**src/rtl/div_pkg.sv**
```systemverilog
// Shared types and helpers for the radix-2 restoring divider.
package div_pkg;

    typedef enum logic [1:0] {IDLE, RUN, DONE} div_state_t;

    localparam int DIV_WIDTH = 32;

    function automatic logic [DIV_WIDTH-1:0] twos_neg(input logic [DIV_WIDTH-1:0] v);
        return ~v + DIV_WIDTH'(1);
    endfunction

endpackage

```
**src/rtl/div_step.sv**
```systemverilog
// One restoring-division iteration: shift in the next dividend bit, trial subtract, restore on borrow.
module div_step #(
    parameter int WIDTH = 32
) (
    input  logic [WIDTH-1:0] rem,
    input  logic             dividend_msb,
    input  logic [WIDTH-1:0] divisor,
    output logic [WIDTH-1:0] rem_next,
    output logic             q_bit
);

    logic [WIDTH:0]   shifted_s;
    logic [WIDTH-1:0] diff_s;
    logic             fits_s;

    assign shifted_s = {rem, dividend_msb};
    // When the subtraction fits, the difference is below the divisor, so WIDTH bits hold it exactly.
    assign diff_s    = shifted_s[WIDTH-1:0] - divisor;
    assign fits_s    = (shifted_s >= {1'b0, divisor});

    // Select the kept difference or the restored shifted remainder.
    always_comb begin
        if (fits_s) begin
            rem_next = diff_s;
            q_bit    = 1'b1;
        end else begin
            rem_next = shifted_s[WIDTH-1:0];
            q_bit    = 1'b0;
        end
    end

endmodule

```
**src/rtl/div_radix2.sv**
```systemverilog
// Iterative radix-2 restoring divider for DIV/DIVU; result = {remainder, quotient} for HI/LO.
module div_radix2
    import div_pkg::*;
#(
    parameter int WIDTH = DIV_WIDTH,
    parameter int ITERS = WIDTH
) (
    input  logic               clk,
    input  logic               rst,
    input  logic               start,
    input  logic               signed_div,
    input  logic [WIDTH-1:0]   a,
    input  logic [WIDTH-1:0]   b,
    input  logic               flush,
    output logic               busy,
    output logic               valid,
    output logic [2*WIDTH-1:0] result
);

    localparam int CNT_W = $clog2(ITERS);

    div_state_t         state_r;
    logic [CNT_W-1:0]   cnt_r;
    logic [WIDTH-1:0]   rem_r;
    logic [WIDTH-1:0]   quo_r;
    logic [WIDTH-1:0]   divisor_r;
    logic               neg_q_r;
    logic               neg_r_r;
    logic               busy_r;
    logic               valid_r;
    logic [2*WIDTH-1:0] result_r;

    logic [WIDTH-1:0]   a_mag_s;
    logic [WIDTH-1:0]   b_mag_s;
    logic               neg_q_s;
    logic               neg_r_s;
    logic [WIDTH-1:0]   rem_next_s;
    logic               q_bit_s;
    logic [WIDTH-1:0]   quo_next_s;
    logic [WIDTH-1:0]   q_fix_s;
    logic [WIDTH-1:0]   r_fix_s;

    div_step #(.WIDTH(WIDTH)) u_step (
        .rem          (rem_r),
        .dividend_msb (quo_r[WIDTH-1]),
        .divisor      (divisor_r),
        .rem_next     (rem_next_s),
        .q_bit        (q_bit_s)
    );

    // The dividend register doubles as the quotient register: bits leave at the top, quotient bits enter at the bottom.
    assign quo_next_s = {quo_r[WIDTH-2:0], q_bit_s};

    // Operand magnitudes and sign flags; a zero divisor keeps raw operands so remainder comes out equal to a.
    always_comb begin
        a_mag_s = a;
        b_mag_s = b;
        neg_q_s = 1'b0;
        neg_r_s = 1'b0;
        if (signed_div && (b != {WIDTH{1'b0}})) begin
            a_mag_s = a[WIDTH-1] ? twos_neg(a) : a;
            b_mag_s = b[WIDTH-1] ? twos_neg(b) : b;
            neg_q_s = a[WIDTH-1] ^ b[WIDTH-1];
            neg_r_s = a[WIDTH-1];
        end else begin
            a_mag_s = a;
            b_mag_s = b;
        end
    end

    // Sign correction applied to the final iteration's outputs.
    always_comb begin
        q_fix_s = quo_next_s;
        r_fix_s = rem_next_s;
        if (neg_q_r) begin
            q_fix_s = twos_neg(quo_next_s);
        end else begin
            q_fix_s = quo_next_s;
        end
        if (neg_r_r) begin
            r_fix_s = twos_neg(rem_next_s);
        end else begin
            r_fix_s = rem_next_s;
        end
    end

    // Control FSM, iteration datapath and registered outputs.
    always_ff @(posedge clk) begin
        if (rst) begin
            state_r   <= IDLE;
            cnt_r     <= '0;
            rem_r     <= '0;
            quo_r     <= '0;
            divisor_r <= '0;
            neg_q_r   <= 1'b0;
            neg_r_r   <= 1'b0;
            busy_r    <= 1'b0;
            valid_r   <= 1'b0;
            result_r  <= '0;
        end else if (flush) begin
            state_r <= IDLE;
            cnt_r   <= '0;
            busy_r  <= 1'b0;
            valid_r <= 1'b0;
        end else begin
            case (state_r)
                IDLE: begin
                    valid_r <= 1'b0;
                    if (start) begin
                        state_r   <= RUN;
                        busy_r    <= 1'b1;
                        cnt_r     <= '0;
                        rem_r     <= '0;
                        quo_r     <= a_mag_s;
                        divisor_r <= b_mag_s;
                        neg_q_r   <= neg_q_s;
                        neg_r_r   <= neg_r_s;
                    end else begin
                        busy_r <= 1'b0;
                    end
                end
                RUN: begin
                    rem_r <= rem_next_s;
                    quo_r <= quo_next_s;
                    cnt_r <= cnt_r + CNT_W'(1);
                    if (cnt_r == CNT_W'(ITERS - 1)) begin
                        state_r  <= DONE;
                        busy_r   <= 1'b0;
                        valid_r  <= 1'b1;
                        result_r <= {r_fix_s, q_fix_s};
                    end else begin
                        busy_r <= 1'b1;
                    end
                end
                DONE: begin
                    state_r <= IDLE;
                    valid_r <= 1'b0;
                    busy_r  <= 1'b0;
                end
                default: begin
                    state_r <= IDLE;
                    busy_r  <= 1'b0;
                    valid_r <= 1'b0;
                end
            endcase
        end
    end

    assign busy   = busy_r;
    assign valid  = valid_r;
    assign result = result_r;

endmodule

```
**config.mk**
```make
export PLATFORM = sky130hd
export DESIGN_NAME = div_radix2
export DESIGN_NICKNAME = d
export VERILOG_FILES = /design/src/rtl/div_pkg.sv /design/src/rtl/div_step.sv /design/src/rtl/div_radix2.sv
export SDC_FILE = /design/constraint.sdc
export NUM_CORES = 1
export LEC_CHECK = 0
export BUFFER_PORTS_ARGS = -buffer_cell sky130_fd_sc_hd__buf_2
export CORE_ASPECT_RATIO = 1.75
export CORE_MARGIN = 1
export CORE_UTILIZATION = 45
export CTS_CLUSTER_SIZE = 40
export DETAILED_ROUTE_END_ITERATION = 16
export PLACE_DENSITY = 0.6
export SETUP_SLACK_MARGIN = 0.15
export SYNTH_ARGS = -nofsm -noshare
export SYNTH_HDL_FRONTEND = slang
export SYNTH_HIERARCHICAL = 1
export SYNTH_SLANG_ARGS = --single-unit
export TNS_END_PERCENT = 50
```
**constraint.sdc**
```tcl
create_clock -name clk -period 6.41 [get_ports clk]
set_clock_uncertainty 0.1 [all_clocks]
set_input_delay 1.282 -clock clk [delete_from_list [all_inputs] [get_ports clk]]
set_output_delay 1.282 -clock clk [all_outputs]
set_load 0.03 [all_outputs]
```
==> reports/results.ini <==
[cells_and_area]
seqCellArea_sq_um = 3420
synthToLayoutAreaGrowth_pct = 11.6
layoutNonFillerInstCount = 1867
nets = 1643
fin_util = 0.513
n_fill_cell = 2577
drive_gt1_frac = 0.155
multi_input_area_sq_um = 7580

[sta]
max_slew_margin = 0.288
clock.fmax_mhz = 168
worstMarginPinSlew_ns = 1.07
min_period_ns = 5.96
hold_viol = 0
setup_viol = 0
tns_ns = 0
final_max_slew_viol_count = 0
finalCritPeriodShare = 0.930
rsz0062_at_grt = no

[logic_synthesis]
synthFlopType = dfxtp_1
synth_area_leaders = dfxtp_1, xor2_1, nor2_1, ha_1, a21oi_1
ys_top_cells_by_count = dfxtp_1, nor2_1, clkbuf_1
syn_inst = 1481
synth-edff-count = 0
yosysUniqueCellTypes = 85
syn_area_per_cell_sq_um = 7.87
synth_nets = 1589
ys_seq_area_frac = 0.294
netlist_area_sq_um = 11700
synth_most_common_cell = dfxtp_1
yosysTopAreaCellShare = 0.294
synthArstFlopShare = 0
ys_seq_elements = 171
ys_warn_count = 6
yosys.area.top_type = dfxtp_1

[detailed_routing]
route.met2.wl_um = 22000
wire_per_inst_um = 22.2
via_count = 11800
drt-vias-per-instance = 6.32
routed.top_layer = met5
firstDrtPassIters = 5
drc_errors = 0
drtAntennaViolNets = 0
drt_iter0_drc = 750
met1_length_um = 14500
wirelength_um = 41500
wl_met3_um = 1820

[critical_path]
crit_path_start_kind = flip-flop
endpoint_kind = flip-flop
path_class = reg2reg
regToRegSetupSlack_ns = 0.45
arrival_ns = 6.18
crit_fanout = 33
cp_slowest_cell = or4_1
worstPathRequired_ns = 6.63
worstPathCellList = inv_1, ha_1, nand4_1, nor3_1, o211ai_1, nor4b_4, o21ai_2, a31oi_4, o21a_4, inv_2, mux2_2, or4b_1, or4_1, nor4_1, mux2i_1, o22ai_1
crit_path_max_incr_delay_ns = 0.69

[power_and_ir_drop]
power.density_nw_per_um2 = 215
fin_total_pwr_mw = 2.80
leakage_nw = 5.19
ir_worst_vdd_v = 0.000197

[clocking]
htreeDepth = 4
cts_tree = yes
cts.repair.resized = 0
post_cts_buffers = 0
clk_pin_slew_worst_paths_ns = 0.07
cts_buffers = 17
root_buffer = clkbuf_16
clk_latency_ns = 0.46
clockBufferDepth = 2
cts_hold_buf = 0
cts_sinks = 171

[grt]
grt-ovfl-total = 0
grt_first_pass_wirelength_um = 63400
antenna_found_initial = 4
grt_max_degree = 83
grt_pass1_vias = 11400
track_usage = 0.319

[worst_hold_path]
worstHoldPathType = reg2reg

[place]
place_hpwl_um = 30800
placedCellCount = 1832
place_congestion = 0.946
port_buffers = 134

[floorplan]
die_w_um = 124
core_area_sq_um = 25300
die_height_um = 215
start_util = 0.460
num_io_pins = 135
rows = 77
die_area_sq_um = 26600

[run]
max_cap_viol_count = 0

[outcome]
status = completed

[per-layer routing]
layer	up-vias	GRT usage
li1	5638	-
met1	5588	0.317
met2	440	0.579
met3	139	0.0480
met4	2	0.235
met5	-	0
[path summary, 6_finish.rpt]
path | end | cells after the start | start
max | result[58] | 16 | divisor_r[10]
min | result[32] | 2 | result[32]
max reg2reg | result[58] | 16 | divisor_r[10]
min reg2reg | result[32] | 2 | result[32]
[where the power goes]
group	internal [mW]	switching, mW	leakage [nW]	total, mW
registers	1.09	0.0454	1.39	1.14
logic	0.205	0.392	3.51	0.597
clock network	0.562	0.505	0.291	1.07
total	1.86	0.942	5.19	2.80
[metrics by stage]
stage	cell area [sq um]	hold slack, ns	worst slack [ns]
after floorplan	11700	0.340	1.64
after global placement	12400	0.350	0.729
after detailed placement	12400	0.361	0.627
after CTS	13000	0.371	0.570
after global routing	13000	0.398	0.196
final	13000	0.367	0.449
[cells by family (layout without fill, tap and decap cells)]
group,Yosys count,count (layout),synth area share
XOR/XNOR,104,104,0.0781
AO/OA/AOI/OAI,439,439,0.257
flip-flops,171,171,0.294
buffers and inverters,171,238,0.0579
multiplexers,40,40,0.0405
adder cells (fa/ha/maj),39,39,0.0425
other,0,3,0
AND/OR/NAND/NOR,517,517,0.230
[registers in the layout, indices dropped and copies added (netlist names), 2 cells and up]
register / cells
result: 64
divisor_r: 32
quo_r: 32
rem_r: 32
cnt_r: 5
state_r: 2
[critical path: cells and delay by family (launching register included)]
kind | cells | cell delay (ns)
AO/OA/AOI/OAI | 5 | 0.88
buffers and inverters | 2 | 0.63
adder cells (fa/ha/maj) | 1 | 0.41
multiplexers | 2 | 0.70
flip-flops | 1 | 0.33
AND/OR/NAND/NOR | 6 | 2.72
[final cells by class]
cell class	count	area share
Antenna cell	3	0.000577
Clock buffer	18	0.0338
Clock inverter	14	0.0122
Inverter	56	0.0162
Multi-Input combinational cell	1139	0.583
Sequential cell	171	0.263
Tap cell	316	0.0304
Timing Repair Buffer	150	0.0610
[cell usage in the layout (no fill, tap or decap), types with 7 or more instances in the layout]
master	count
nand4_1	25
o211ai_1	10
xor2_1	67
or4_1	25
o41ai_1	24
a21o_1	21
mux2_2	21
buf_4	17
inv_1	54
nor4_1	28
clkbuf_16	17
mux2_4	9
o21a_1	7
o31ai_1	27
o21ai_0	82
nand3b_1	14
a211oi_1	47
a21oi_1	94
nor2_1	144
or3_1	27
buf_2	133
nor2b_1	8
mux2i_1	10
nor3b_1	7
dfxtp_1	171
nor4b_1	8
and3_1	12
nor3_1	42
nand2_1	88
ha_1	38
xnor2_1	37
o2111ai_1	13
nand3_1	53
a22o_1	16
a31oi_1	15
a22oi_1	21
Note: power is estimated with default switching activity, not from simulation.
